--- src/rtl/hs_tx.sv ---
// rtl/hs_tx.sv - source side of a four-phase req/ack clock-domain-crossing handshake
module hs_tx #(
    parameter int DATA_W     = 8,
    parameter int SYNC_DEPTH = 2,
    parameter int TIMEOUT    = 0,
    parameter int CNT_W      = 16
) (
    input  logic              i_clk,
    input  logic              i_rst,
    input  logic              i_valid,
    output logic              o_ready,
    input  logic [DATA_W-1:0] i_data,
    output logic              o_req,
    output logic [DATA_W-1:0] o_data,
    input  logic              i_ack,
    output logic              o_done,
    output logic              o_err,
    output logic [CNT_W-1:0]  o_count
);

    // Wait counter is wide enough to reach TIMEOUT and then saturates.
    localparam int WAIT_W = $clog2(TIMEOUT + 2);

    typedef enum logic [1:0] {
        ST_IDLE,
        ST_REQ,
        ST_REL
    } state_t;

    state_t                r_state;
    logic [SYNC_DEPTH-1:0] r_sync;
    logic [WAIT_W-1:0]     r_wait;
    logic [WAIT_W-1:0]     w_wait_inc;
    logic                  w_ack_s;
    logic                  w_to_hit;

    assign w_ack_s    = r_sync[SYNC_DEPTH-1];
    assign o_ready    = (r_state == ST_IDLE) && !i_rst;
    assign w_wait_inc = (r_wait == {WAIT_W{1'b1}}) ? r_wait : r_wait + 1'b1;
    assign w_to_hit   = (TIMEOUT != 0) && (w_wait_inc >= WAIT_W'(TIMEOUT));

    // i_ack is asynchronous; only the last stage of this chain is used.
    always_ff @(posedge i_clk) begin
        if (i_rst) begin
            r_sync <= '0;
        end else begin
            r_sync <= {r_sync[SYNC_DEPTH-2:0], i_ack};
        end
    end

    always_ff @(posedge i_clk) begin
        if (i_rst) begin
            r_state <= ST_IDLE;
            r_wait  <= '0;
            o_req   <= 1'b0;
            o_data  <= '0;
            o_done  <= 1'b0;
            o_err   <= 1'b0;
            o_count <= '0;
        end else begin
            o_done <= 1'b0;
            case (r_state)
                ST_IDLE: begin
                    if (i_valid && o_ready) begin
                        o_data  <= i_data;
                        o_req   <= 1'b1;
                        r_wait  <= '0;
                        r_state <= ST_REQ;
                    end
                end
                ST_REQ: begin
                    if (w_ack_s) begin
                        o_req   <= 1'b0;
                        r_wait  <= '0;
                        r_state <= ST_REL;
                    end else begin
                        r_wait <= w_wait_inc;
                        if (w_to_hit) begin
                            o_err <= 1'b1;
                        end
                    end
                end
                ST_REL: begin
                    if (!w_ack_s) begin
                        o_done  <= 1'b1;
                        o_count <= o_count + 1'b1;
                        r_wait  <= '0;
                        r_state <= ST_IDLE;
                    end else begin
                        r_wait <= w_wait_inc;
                        if (w_to_hit) begin
                            o_err <= 1'b1;
                        end
                    end
                end
                default: begin
                    r_state <= ST_IDLE;
                end
            endcase
        end
    end

endmodule

--- config.mk ---
export PLATFORM = sky130hd
export DESIGN_NAME = hs_tx
export DESIGN_NICKNAME = d
export VERILOG_FILES = /design/src/rtl/hs_tx.sv
export SDC_FILE = /design/constraint.sdc
export NUM_CORES = 1
export LEC_CHECK = 0
export CAP_MARGIN = 30
export CORE_UTILIZATION = 41
export DETAILED_ROUTE_END_ITERATION = 7
export PLACE_DENSITY = 0.76
export SETUP_SLACK_MARGIN = 0.3
export SLEW_MARGIN = 0
export SYNTH_ARGS = -nofsm -noshare
export SYNTH_HDL_FRONTEND = slang
export SYNTH_SLANG_ARGS = --single-unit
--- constraint.sdc ---
create_clock -name i_clk -period 1.7 [get_ports i_clk]
set_input_delay 0.17 -clock i_clk [delete_from_list [all_inputs] [get_ports i_clk]]
set_output_delay 0.17 -clock i_clk [all_outputs]
set_load 0.02 [all_outputs]
# --- Yosys cells after proc, flatten, opt, wreduce, memory -nomap -nowiden ---
# Index checks and enable logic that the tools add are counted.
totals:
  regBits: 30
  out_inout_bits: 28
classes:
  n_addsub: 1
  n_eq_ne: 5
  mux: 8
  bitwise_logic: 2
  n_reduce_logical: 10
ops:
  columns: ["operator", "count"]
  rows:
  - ["adder 16 x 1 -> 16 bit, second input constant", 1]
  - ["two-way mux 2 bit", 3]
  - ["one-hot mux 2 bit (3 select lines)", 1]
  - ["AND reduction 3 bit", 2]
  - ["!= test 2 bit, second input constant", 2]
  - ["AND reduction 2 bit", 2]
  - ["two-way mux 1 bit", 3]
  - ["equality test 2 x 1 -> 1 bit, second input constant", 1]
  - ["equality test 2 bit, second input constant", 1]
  - ["logical AND 1 bit", 2]
  - ["zero test 2 bit", 1]
  - ["!= test 2 x 1 -> 1 bit, second input constant", 1]
  - ["inverter 1 bit", 2]
  - ["one-hot mux 1 bit (2 select lines)", 1]
  - ["nonzero test 2 bit", 1]
  - ["OR reduction 2 bit", 1]
  - ["zero test 1 bit", 1]

# --- Longest topological paths before layout ---
# Gate-level depths: netlist of the first run.
depth:
  ltp_word: 5
  mapped_depth: 6
  depth_no_buf: 5

# --- Worst setup path before layout of the first run ---
# OpenSTA, ideal clock, no wires.
synth_path:
  kind: "register to register"
  startpoint: "register o_count[0]"
  endpoint: "register o_count[14]"
  setup_ns: 0.070
  arrival_time_ns: 1.760
  slack_ns: -0.131
  stages_incl_launch_ff: 7
  synth_period_minus_slack_ns: 1.831
  path_cell_list: "dfxtp_1 ha_1 nor4bb_1 buf_2 nand2_1 or4_1 a21oi_1"
synth_via:
  elab_chain_len: 1
synth_lines:
  columns: ["element", "line_no", "source"]
  rows:
  - ["start, declared", "18", "output logic [CNT_W-1:0] o_count"]
  - ["start signal, assigned", "86", "o_count <= o_count + 1'b1;"]
  - ["adder 16 x 1 -> 16 bit", "86", null]
# Every way passes these cells.
# A chain may end at the register's enable or synchronous reset.

# --- Final worst setup path of the first run ---
layout_path:
  startpoint: "register r_state[0]"
  endpoint: "register o_count[13]"
layout_via:
  elab_chain_len: 2
layout_lines:
  columns: ["element", "line_no", "source"]
  rows:
  - ["start, declared", "30", "state_t r_state;"]
  - ["start signal, assigned", "53", "r_state <= ST_IDLE;"]
  - ["start signal, assigned", "68", "r_state <= ST_REQ;"]
  - ["start signal, assigned", "75", "r_state <= ST_REL;"]
  - ["equality test 2 bit", "62", "case (r_state)"]
  - ["AND reduction 2 bit (no line)", null, null]
# Every way passes these cells.

==> results of run 1 <==
-- final cells by class --
class / count / area (um^2) / area share [%]
Timing Repair Buffer: 55 / 477 / 25.0
Clock buffer: 7 / 55.1 / 2.88
Tap cell: 31 / 38.8 / 2.03
Inverter: 1 / 3.75 / 0.197
Multi-Input combinational cell: 106 / 706 / 37.0
Clock inverter: 1 / 5.00 / 0.262
Sequential cell: 30 / 624 / 32.7
-- worst max-delay path by stage --
stage | start | end | slack (ps) | depth (start not counted)
2_1_floorplan | r_state[0] | o_count[13] | 60 | 6
3_3_place_gp | o_count[0] | o_count[14] | 80 | 6
3_5_place_dp | o_count[0] | o_count[14] | 40 | 6
4_1_cts | r_state[0] | o_ready | 110 | 3
5_1_grt | o_count[0] | o_count[12] | 70 | 6
6_report | r_state[0] | o_count[13] | 140 | 4
-- flip-flops by register name (all words and copies together) (netlist names) --
signal	flops
o_count	16
o_req	1
o_done	1
r_state	2
r_sync	2
o_data	8
-- per-layer routing --
layer / wire (um) / track usage (%) / vias up
li1: - / - / 600
met3: 226 / 8.16 / 11
met1: 1270 / 22.7 / 577
met5: 0 / 0 / -
met2: 1450 / 28.9 / 46
met4: 85 / 9.41 / 0
-- critical path, stage by stage (launching register included) --
cell and delay [ps]:
dfxtp_4 370, or3b_4 420, or4_4 460, o21ai_2 140, a21oi_1 70
-- power by group through the flow --
stage | Combinational [mW] | Clock (mW) | Sequential (mW)
after global placement | 0.121 | 0 | 0.740
after detailed placement | 0.124 | 0 | 0.741
after floorplan | 0.0527 | 0 | 0.753
final | 0.125 | 0.446 | 0.726
after global routing | 0.135 | 0.493 | 0.729
after CTS | 0.121 | 0.459 | 0.725
-- kinds of logic (layout without fill, tap and decap cells) --
| logic type | count (synthesis) | after routing |
|---|---|---|
| compound gates | 20 | 20 |
| xor+xnor | 11 | 11 |
| buf+inv | 10 | 64 |
| fa+ha+maj | 1 | 1 |
| other cells | 1 | 1 |
| mux | 2 | 2 |
| flops | 30 | 30 |
| simple gates | 71 | 71 |
-- cells in the mapped netlist --
library cell,count
a21oi_1,14
and2_1,1
and2b_2,1
and3_1,3
and4_1,1
buf_1,1
buf_2,1
buf_4,1
buf_6,2
clkbuf_1,4
conb_1,1
dfxtp_1,30
ha_1,1
inv_1,1
mux2_2,1
mux2i_1,1
nand2_1,25
nand3_1,5
nand4_1,5
nor2_1,12
nor2b_1,3
nor3_1,6
nor3b_2,1
nor4_1,1
nor4bb_1,1
o21ai_0,3
o21ai_1,1
o21bai_1,1
o31ai_1,1
or3_1,2
or3b_1,1
or4_1,2
or4_4,1
xnor2_1,6
xor2_1,5
-- repair_timing --
action / 4_1_cts / 5_1_grt
setup endpoints to repair: 36 / 23
setup buffers: 6 / 5
gates resized for setup: 40 / 19
pin swaps: 7 / 10
==> results.yml, run 1 <==
logic_synthesis:
  avgSynthCellArea_um2: 8.63
  synth_nets: 159
  yosysTopAreaCell: "dfxtp_1"
  netlist_instances: 146
  synth_top_area_share_pct: 47.7
  yosysSeqAreaShare_pct: 47.7
  ys_seq_elements: 30
  synth_compound_area_share_pct: 8.34
  synth.area.top_cells: "dfxtp_1, nand2_1, a21oi_1"
  synth.distinct_cells: 35
  synth_area_um2: 1260
  yosysWarnings: 0
  muxShareOfSynthArea_pct: 1.69
  synth-simple-area-share_pct: 28.8
  synthXorXnorAreaFrac_pct: 7.65
  synth_fa_ha_area_share_pct: 0.993
  synth_top_family_by_area: "simple AND/OR/NAND/NOR gates"
place:
  placed_cell_area_um2: 1690
  post-dp-hpwl_mm: 1.87
  finalWeightedCongestion: 0.776
  io_buffers: 38
  dp_cells: 212
  post-place-ws_ps: 35.2
pwr:
  power_frac_clock_pct: 34.4
  total_power_mw: 1.30
  swShare_pct: 24.7
  p_switching_uw: 320
  irDropWorstVdd_v: 0.000495
  p_int_uw: 976
  p_leak_nw: 0.828
  combPwrFrac_pct: 9.6
  power_frac_seq_pct: 56.0
  power_density_nw_per_um2: 679
min_path:
  hp-class: "input port to register"
  min-delay-start: "i_data[3]"
  hold_path_end: "o_data[3]"
  hold-path-cell-count: 3
sta:
  min_period_ps: 1560
  hold_viol: 0
  fin_ws_ps: 136
  skew_ps: 6.00
  holdWs_ps: 380
  max_freq_mhz: 640
  finalCritPeriodShare_pct: 92.0
  rsz0062_at_grt: "yes"
  setup_violations: 0
  setup_tns_ps: 0
  drv_slew: 0
die:
  start_util_pct: 44.5
  pin_count: 40
  die_area_um2: 3300
  rows: 19
  die_h_um: 57.4
  die_w_um: 57.4
  coreArea_um2: 2830
worst_setup_path:
  startpoint_type: "register"
  worst-endpoint-arrival_ps: 1780
  reg2reg_to: "o_count[13]"
  worstRegToRegCells: 4
  ff2ff_setup_slack_ps: 140
  r2r_start: "r_state[0]"
  critical_path_class: "register to register"
  endpoint_kind: "register"
  path_max_fanout: 4
  crit_required_ps: 1920
layout:
  drive_above_1_share_pct: 29.5
  diodes: 0
  nets: 212
  stdcell_area_um2: 1910
  final_cell_mix: "dlygate4sd2_1, nand2_1, dfxtp_1"
  final_util_pct: 67.5
  instances_no_fill: 231
  fill_cells: 232
  mostFrequentLayoutCell: "dlygate4sd2_1"
  area_growth_pct: 51.5
global_route:
  grt_pass1_wl_mm: 4.73
  grt_max_degree: 32
  antenna_found_initial: 0
  grt_usage_pct: 18.9
  grt_pass1_vias: 1079
  grt_remaining_overflow: 0
detailed_routing:
  dr.pass1.iters: 7
  drt_iter0_drc: 45
  via_count: 1234
  routed_wl_mm: 3.03
  vias_per_cell: 5.34
  drc: 2
  avgRoutedWirePerCell_um: 13.1
  ant_nets: 0
cts:
  numClockSinks: 30
  cts.reportedPaths.clkPinSlew_ps: 100
  cts_tree: "built"
  cts_hold_buffers: 0
  insertion_delay_ps: 330
  cts_root_buffer: "clkbuf_4"
  cts_buffers: 5
  htreeDepth: 2
  cts_buffer_depth: 2
outcome:
  status: "complete, but fails checks"
  violations: "DRC"
job:
  maxCapViolCount: 0
(Power assumes the default switching activity.)
==> run 2: changes to the inputs <==
--- a/config.mk
+++ b/config.mk
@@ -10,7 +10,7 @@
 export DETAILED_ROUTE_END_ITERATION = 7
 export PLACE_DENSITY = 0.76
 export SETUP_SLACK_MARGIN = 0.3
-export SLEW_MARGIN = 0
 export SYNTH_ARGS = -nofsm -noshare
 export SYNTH_HDL_FRONTEND = slang
 export SYNTH_SLANG_ARGS = --single-unit
+export TNS_END_PERCENT = 100
==> results of run 2 <==
Same layout as run 1: the final DEF is identical, and so are final timing and power.
